--- src/rtl/store_unit_pkg.sv ---
// store_unit_pkg: shared store-op encodings and store_unit FSM states.
//   STORE_OP_WIDTH / STORE_OP_SB/SH/SW : store decoder output encoding
//   store_state_e                      : store_unit control states
package store_unit_pkg;

  localparam int unsigned STORE_OP_WIDTH = 2;

  localparam logic [STORE_OP_WIDTH-1:0] STORE_OP_SB = 2'b00;
  localparam logic [STORE_OP_WIDTH-1:0] STORE_OP_SH = 2'b01;
  localparam logic [STORE_OP_WIDTH-1:0] STORE_OP_SW = 2'b10;

  localparam int unsigned STORE_UNIT_STATE_WIDTH = 2;

  typedef enum logic [STORE_UNIT_STATE_WIDTH-1:0] {
    IDLE  = 2'b00,
    REQ   = 2'b01,
    FAULT = 2'b10
  } store_state_e;

endpackage

--- src/rtl/store_align.sv ---
// store_align: combinational lane alignment for stores.
//   i_op      : STOREop (SB/SH/SW)
//   i_addr_lo : byte offset addr[1:0]
//   i_wdata   : rs2 value
//   o_wdata   : lane-replicated write data
//   o_wmask   : byte strobes
//   o_fault   : misaligned access or illegal op
module store_align
  import store_unit_pkg::*;
(
  input  logic [STORE_OP_WIDTH-1:0] i_op,
  input  logic [1:0]                i_addr_lo,
  input  logic [31:0]               i_wdata,
  output logic [31:0]               o_wdata,
  output logic [3:0]                o_wmask,
  output logic                      o_fault
);

  always_comb begin
    o_wdata = i_wdata;
    o_wmask = '0;
    o_fault = 1'b0;
    case (i_op)
      STORE_OP_SB: begin
        o_wdata = {4{i_wdata[7:0]}};
        o_wmask = 4'b0001 << i_addr_lo;
      end
      STORE_OP_SH: begin
        o_wdata = {2{i_wdata[15:0]}};
        o_wmask = 4'b0011 << {i_addr_lo[1], 1'b0};
        o_fault = i_addr_lo[0];
      end
      STORE_OP_SW: begin
        o_wmask = '1;
        o_fault = (i_addr_lo != 2'b00);
      end
      default: o_fault = 1'b1;
    endcase
  end

endmodule

--- src/rtl/store_unit.sv ---
// store_unit: store execution stage. Accepts a store on start, aligns it,
// issues one valid/ready write on the data bus and reports the outcome.
//   clk, rst (sync, active-high)
//   start, STOREop, addr, wdata_in : request from the control FSM
//   busy, done, misaligned, bus_error : status back to the control FSM
//   mem_valid, mem_addr, mem_wdata, mem_wmask, mem_ready : data bus
// All outputs come straight from flops.
module store_unit
  import store_unit_pkg::*;
#(
  parameter int unsigned BUS_TIMEOUT   = 0,
  parameter int unsigned TIMEOUT_WIDTH = 16
) (
  input  logic                      clk,
  input  logic                      rst,
  input  logic                      start,
  input  logic [STORE_OP_WIDTH-1:0] STOREop,
  input  logic [31:0]               addr,
  input  logic [31:0]               wdata_in,
  output logic                      busy,
  output logic                      done,
  output logic                      misaligned,
  output logic                      bus_error,
  output logic                      mem_valid,
  output logic [31:0]               mem_addr,
  output logic [31:0]               mem_wdata,
  output logic [3:0]                mem_wmask,
  input  logic                      mem_ready
);

  localparam logic [TIMEOUT_WIDTH-1:0] LP_LAST =
    TIMEOUT_WIDTH'((BUS_TIMEOUT == 0) ? 0 : BUS_TIMEOUT - 1);

  store_state_e             r_state, w_state_nxt;
  logic                     r_busy, r_done, r_mis, r_berr, r_valid;
  logic [31:0]              r_addr, r_wdata;
  logic [3:0]               r_wmask;
  logic [TIMEOUT_WIDTH-1:0] r_cnt;

  logic                     w_done_nxt, w_mis_nxt, w_berr_nxt, w_valid_nxt;
  logic [31:0]              w_addr_nxt, w_wdata_nxt;
  logic [3:0]               w_wmask_nxt;
  logic [TIMEOUT_WIDTH-1:0] w_cnt_nxt;

  logic [31:0]              w_al_wdata;
  logic [3:0]               w_al_wmask;
  logic                     w_al_fault;

  store_align u_align (
    .i_op      (STOREop),
    .i_addr_lo (addr[1:0]),
    .i_wdata   (wdata_in),
    .o_wdata   (w_al_wdata),
    .o_wmask   (w_al_wmask),
    .o_fault   (w_al_fault)
  );

  always_ff @(posedge clk) begin
    if (rst) begin
      r_state <= IDLE;
      r_busy  <= 1'b0;
      r_done  <= 1'b0;
      r_mis   <= 1'b0;
      r_berr  <= 1'b0;
      r_valid <= 1'b0;
      r_addr  <= '0;
      r_wdata <= '0;
      r_wmask <= '0;
      r_cnt   <= '0;
    end else begin
      r_state <= w_state_nxt;
      r_busy  <= (w_state_nxt != IDLE);
      r_done  <= w_done_nxt;
      r_mis   <= w_mis_nxt;
      r_berr  <= w_berr_nxt;
      r_valid <= w_valid_nxt;
      r_addr  <= w_addr_nxt;
      r_wdata <= w_wdata_nxt;
      r_wmask <= w_wmask_nxt;
      r_cnt   <= w_cnt_nxt;
    end
  end

  // Status pulses are computed one state ahead so they appear registered
  // in the cycle the FSM enters IDLE (done/bus_error) or FAULT (misaligned).
  always_comb begin
    w_state_nxt = r_state;
    w_done_nxt  = 1'b0;
    w_mis_nxt   = 1'b0;
    w_berr_nxt  = 1'b0;
    w_valid_nxt = r_valid;
    w_addr_nxt  = r_addr;
    w_wdata_nxt = r_wdata;
    w_wmask_nxt = r_wmask;
    w_cnt_nxt   = r_cnt;
    case (r_state)
      IDLE: begin
        if (start) begin
          w_addr_nxt  = {addr[31:2], 2'b00};
          w_wdata_nxt = w_al_wdata;
          w_wmask_nxt = w_al_wmask;
          if (w_al_fault) begin
            w_state_nxt = FAULT;
            w_mis_nxt   = 1'b1;
          end else begin
            w_state_nxt = REQ;
            w_valid_nxt = 1'b1;
            w_cnt_nxt   = '0;
          end
        end
      end
      REQ: begin
        if (mem_ready) begin
          w_state_nxt = IDLE;
          w_valid_nxt = 1'b0;
          w_done_nxt  = 1'b1;
        end else if ((BUS_TIMEOUT != 0) && (r_cnt == LP_LAST)) begin
          w_state_nxt = IDLE;
          w_valid_nxt = 1'b0;
          w_berr_nxt  = 1'b1;
        end else begin
          w_cnt_nxt = r_cnt + TIMEOUT_WIDTH'(1);
        end
      end
      FAULT:   w_state_nxt = IDLE;
      default: begin
        w_state_nxt = IDLE;
        w_valid_nxt = 1'b0;
      end
    endcase
  end

  assign busy       = r_busy;
  assign done       = r_done;
  assign misaligned = r_mis;
  assign bus_error  = r_berr;
  assign mem_valid  = r_valid;
  assign mem_addr   = r_addr;
  assign mem_wdata  = r_wdata;
  assign mem_wmask  = r_wmask;

endmodule

--- config.mk ---
export PLATFORM = sky130hd
export DESIGN_NAME = store_unit
export DESIGN_NICKNAME = d
export VERILOG_FILES = /design/src/rtl/store_unit_pkg.sv /design/src/rtl/store_align.sv /design/src/rtl/store_unit.sv
export SDC_FILE = /design/constraint.sdc
export NUM_CORES = 1
export LEC_CHECK = 0
export BUFFER_PORTS_ARGS = -buffer_cell sky130_fd_sc_hd__buf_2
export CORE_ASPECT_RATIO = 0.8
export CORE_MARGIN = 5
export CORE_UTILIZATION = 45
export CTS_CLUSTER_DIAMETER = 80
export CTS_CLUSTER_SIZE = 10
export DETAILED_ROUTE_END_ITERATION = 16
export PLACE_DENSITY = 0.89
export SLEW_MARGIN = 20
export SYNTH_ARGS = -nofsm -noshare
export SYNTH_HDL_FRONTEND = slang
export SYNTH_SLANG_ARGS = --single-unit
export TNS_END_PERCENT = 10
--- constraint.sdc ---
create_clock -name clk -period 1.4 [get_ports clk]
set_input_delay 0.14 -clock clk [delete_from_list [all_inputs] [get_ports clk]]
set_output_delay 0.14 -clock clk [all_outputs]
set_load 0.005 [all_outputs]
==> results.yml <==
run_status:
  outcome: "finished, final reports clean"
global_routing:
  antenna_found_initial: 0
  grt_pass1_vias: 2588
  grt_use_total_pct: 18.3
  grt_overflow_total: 0
  grt_first_pass_wirelength_um: 12000
  grt_max_degree: 62
worst_setup_path:
  crit_fanout: 10
  cp-start-kind: "register"
  arrival_ps: 1520
  crit_path_end_kind: "register"
  critical_path_class: "reg -> reg"
  crit_required_ps: 1610
clock_tree:
  cts_buffers: 9
  htreeDepth: 3
  clk_latency_ps: 340
  clockBufferDepth: 2
  root_buffer: "clkbuf_8"
  cts_tree: "yes"
  postCtsHoldBufs: 0
  clk_pin_slew_ps: 80
  cts.sinks: 72
floorplanning:
  ioPinCount: 143
  die_h_um: 81.4
  rows: 26
  core_um2: 6280
  start_util_pct: 45.6
  design.die.area_um2: 8070
  die_w_um: 99.2
synth:
  synth_top_area_cell: "dfxtp_1"
  synth_top_area_share_pct: 50.3
  ys_seq_area_share_pct: 50.3
  synth.area.top_cells: "dfxtp_1 50%, nand2_1 11%, a21oi_1 8.4%"
  syn_area_um2: 2860
  syn_avg_cell_area_um2: 8.35
  syn_inst: 343
  yosysUniqueCellTypes: 26
  ys_warn_count: 0
  ys_ff_latch: 72
timing:
  max_freq_mhz: 760
  fin_crit_ps: 1320
  setup_viol_count_final: 0
  finClkSkew_ps: 7.26
  period_share_pct: 94.0
  hold_viol_final: 0
  drv_slew: 0
  rsz0062_at_grt: "false"
  tns_ps: 0
final_layout:
  nets: 549
  drive_above_1_share_pct: 36.6
  final_util_pct: 61.6
  fin_area_um2: 3860
  stdcell_count: 568
  diodes: 0
  syn_to_final_growth_pct: 34.9
routing:
  vias_per_cell: 4.97
  drt-initial-drc-count: 69
  wl_per_cell_um: 13.8
  drt_pre_antenna_iters: 4
  vias: 2823
  drc: 0
  drt-total-wl_um: 7820
  ant_nets: 0
min_path:
  hold_class: "in -> reg"
power_and_ir_drop:
  fin_total_pwr_uw: 4530
  vdd_drop_max_v: 0.000641
  p_leak_uw: 0.00184
  power.density_nw_per_um2: 1170
placement:
  dp_hpwl_um: 5620
  io_buffers: 139
  gp_congestion: 0.772
  place_inst: 548
  placed_area_um2: 3610
job:
  max-cap-violations: 0
[flip-flops by register name, summed over array words and instances (netlist names)]
name	count
mem_wdata	32
mem_addr	30
mem_wmask	4
r_state	2
busy	1
done	1
mem_valid	1
misaligned	1
[final timing paths]
path                start  cells after the start  slack [ps]      endpoint
max            r_state[0]                      3          80  mem_wmask[2]
min              addr[13]                      3          30  mem_addr[13]
max reg2reg    r_state[0]                      3          80  mem_wmask[2]
min reg2reg  mem_wdata[1]                      2         450  mem_wdata[1]
[cells in the final DEF, fill, tap and decap left out, drive strengths merged, types with 6 or more instances in the layout]
cell type	n
clkbuf	11
nor2	31
mux2i	8
o21ai	10
a21oi	48
a311oi	16
dfxtp	72
nor3	6
and3b	8
nand2	86
a211oi	13
buf	153
[final cells by class]
class / instances / area [um2]
well taps: 84 / 105
clock buffers: 9 / 124
flip-flops and latches: 72 / 1440
repair buffers: 155 / 880
clock inverters: 7 / 47.5
multi-input cells: 241 / 1270
fillers: 566 / 2410
[synthesized netlist by cell type]
master	instances
clkbuf_1	10
a21oi_1	48
buf_6	3
dfxtp_1	72
or2_2	1
nor3b_1	1
nor4_2	1
mux2i_1	8
nor3_1	6
or2b_1	1
and3b_1	8
nor2b_1	2
buf_2	11
nor4_1	1
clkbuf_2	1
a311oi_1	16
o31ai_1	1
or3b_1	1
a211oi_1	13
o21ai_0	10
nor2_1	31
nand2_1	86
or3_1	1
conb_1	1
nand2b_1	2
buf_4	7
[critical path: stages, from the launching register on]
cell,delay [ps]
dfxtp_1,350
or3b_4,470
a211oi_1,280
nor3_1,70
[what timing repair did]
item | CTS | global route
pin swaps | 0 | 1
resized for setup | 2 | 3
buffers inserted | 0 | 2
setup endpoints to repair | 34 | 25
gates cloned | 0 | 2
[layer usage]
layer	wire length (um)	track usage, %
met1	3410	22.7
met2	3630	29.8
met3	698	6.87
met4	80	5.73
met5	0	0
[per-stage QoR]
stage,setup slack [ps],hold slack [ps]
after detailed placement,-12.0,386
final,83.6,29.6
after floorplan,143,266
after global placement,38.6,380
after CTS,24.9,14.2
after global routing,23.4,18.4
[cells by family after synthesis]
family / count (synthesis) / share of synthesized area (%)
and+or+nand+nor: 142 / 21.6
AOI/OAI and AO/OA: 88 / 18.7
DFF: 72 / 50.3
buffers and inverters: 32 / 6.42
muxes: 8 / 2.80
other: 1 / 0.131
[where the power goes]
| group | switching, uW | leakage, uW | internal (uW) |
|---|---|---|---|
| clock | 777 | 0.0000854 | 641 |
| combinational | 428 | 0.00116 | 390 |
| sequential | 79.7 | 0.000594 | 2210 |
Power figures use the tool's default switching activity.
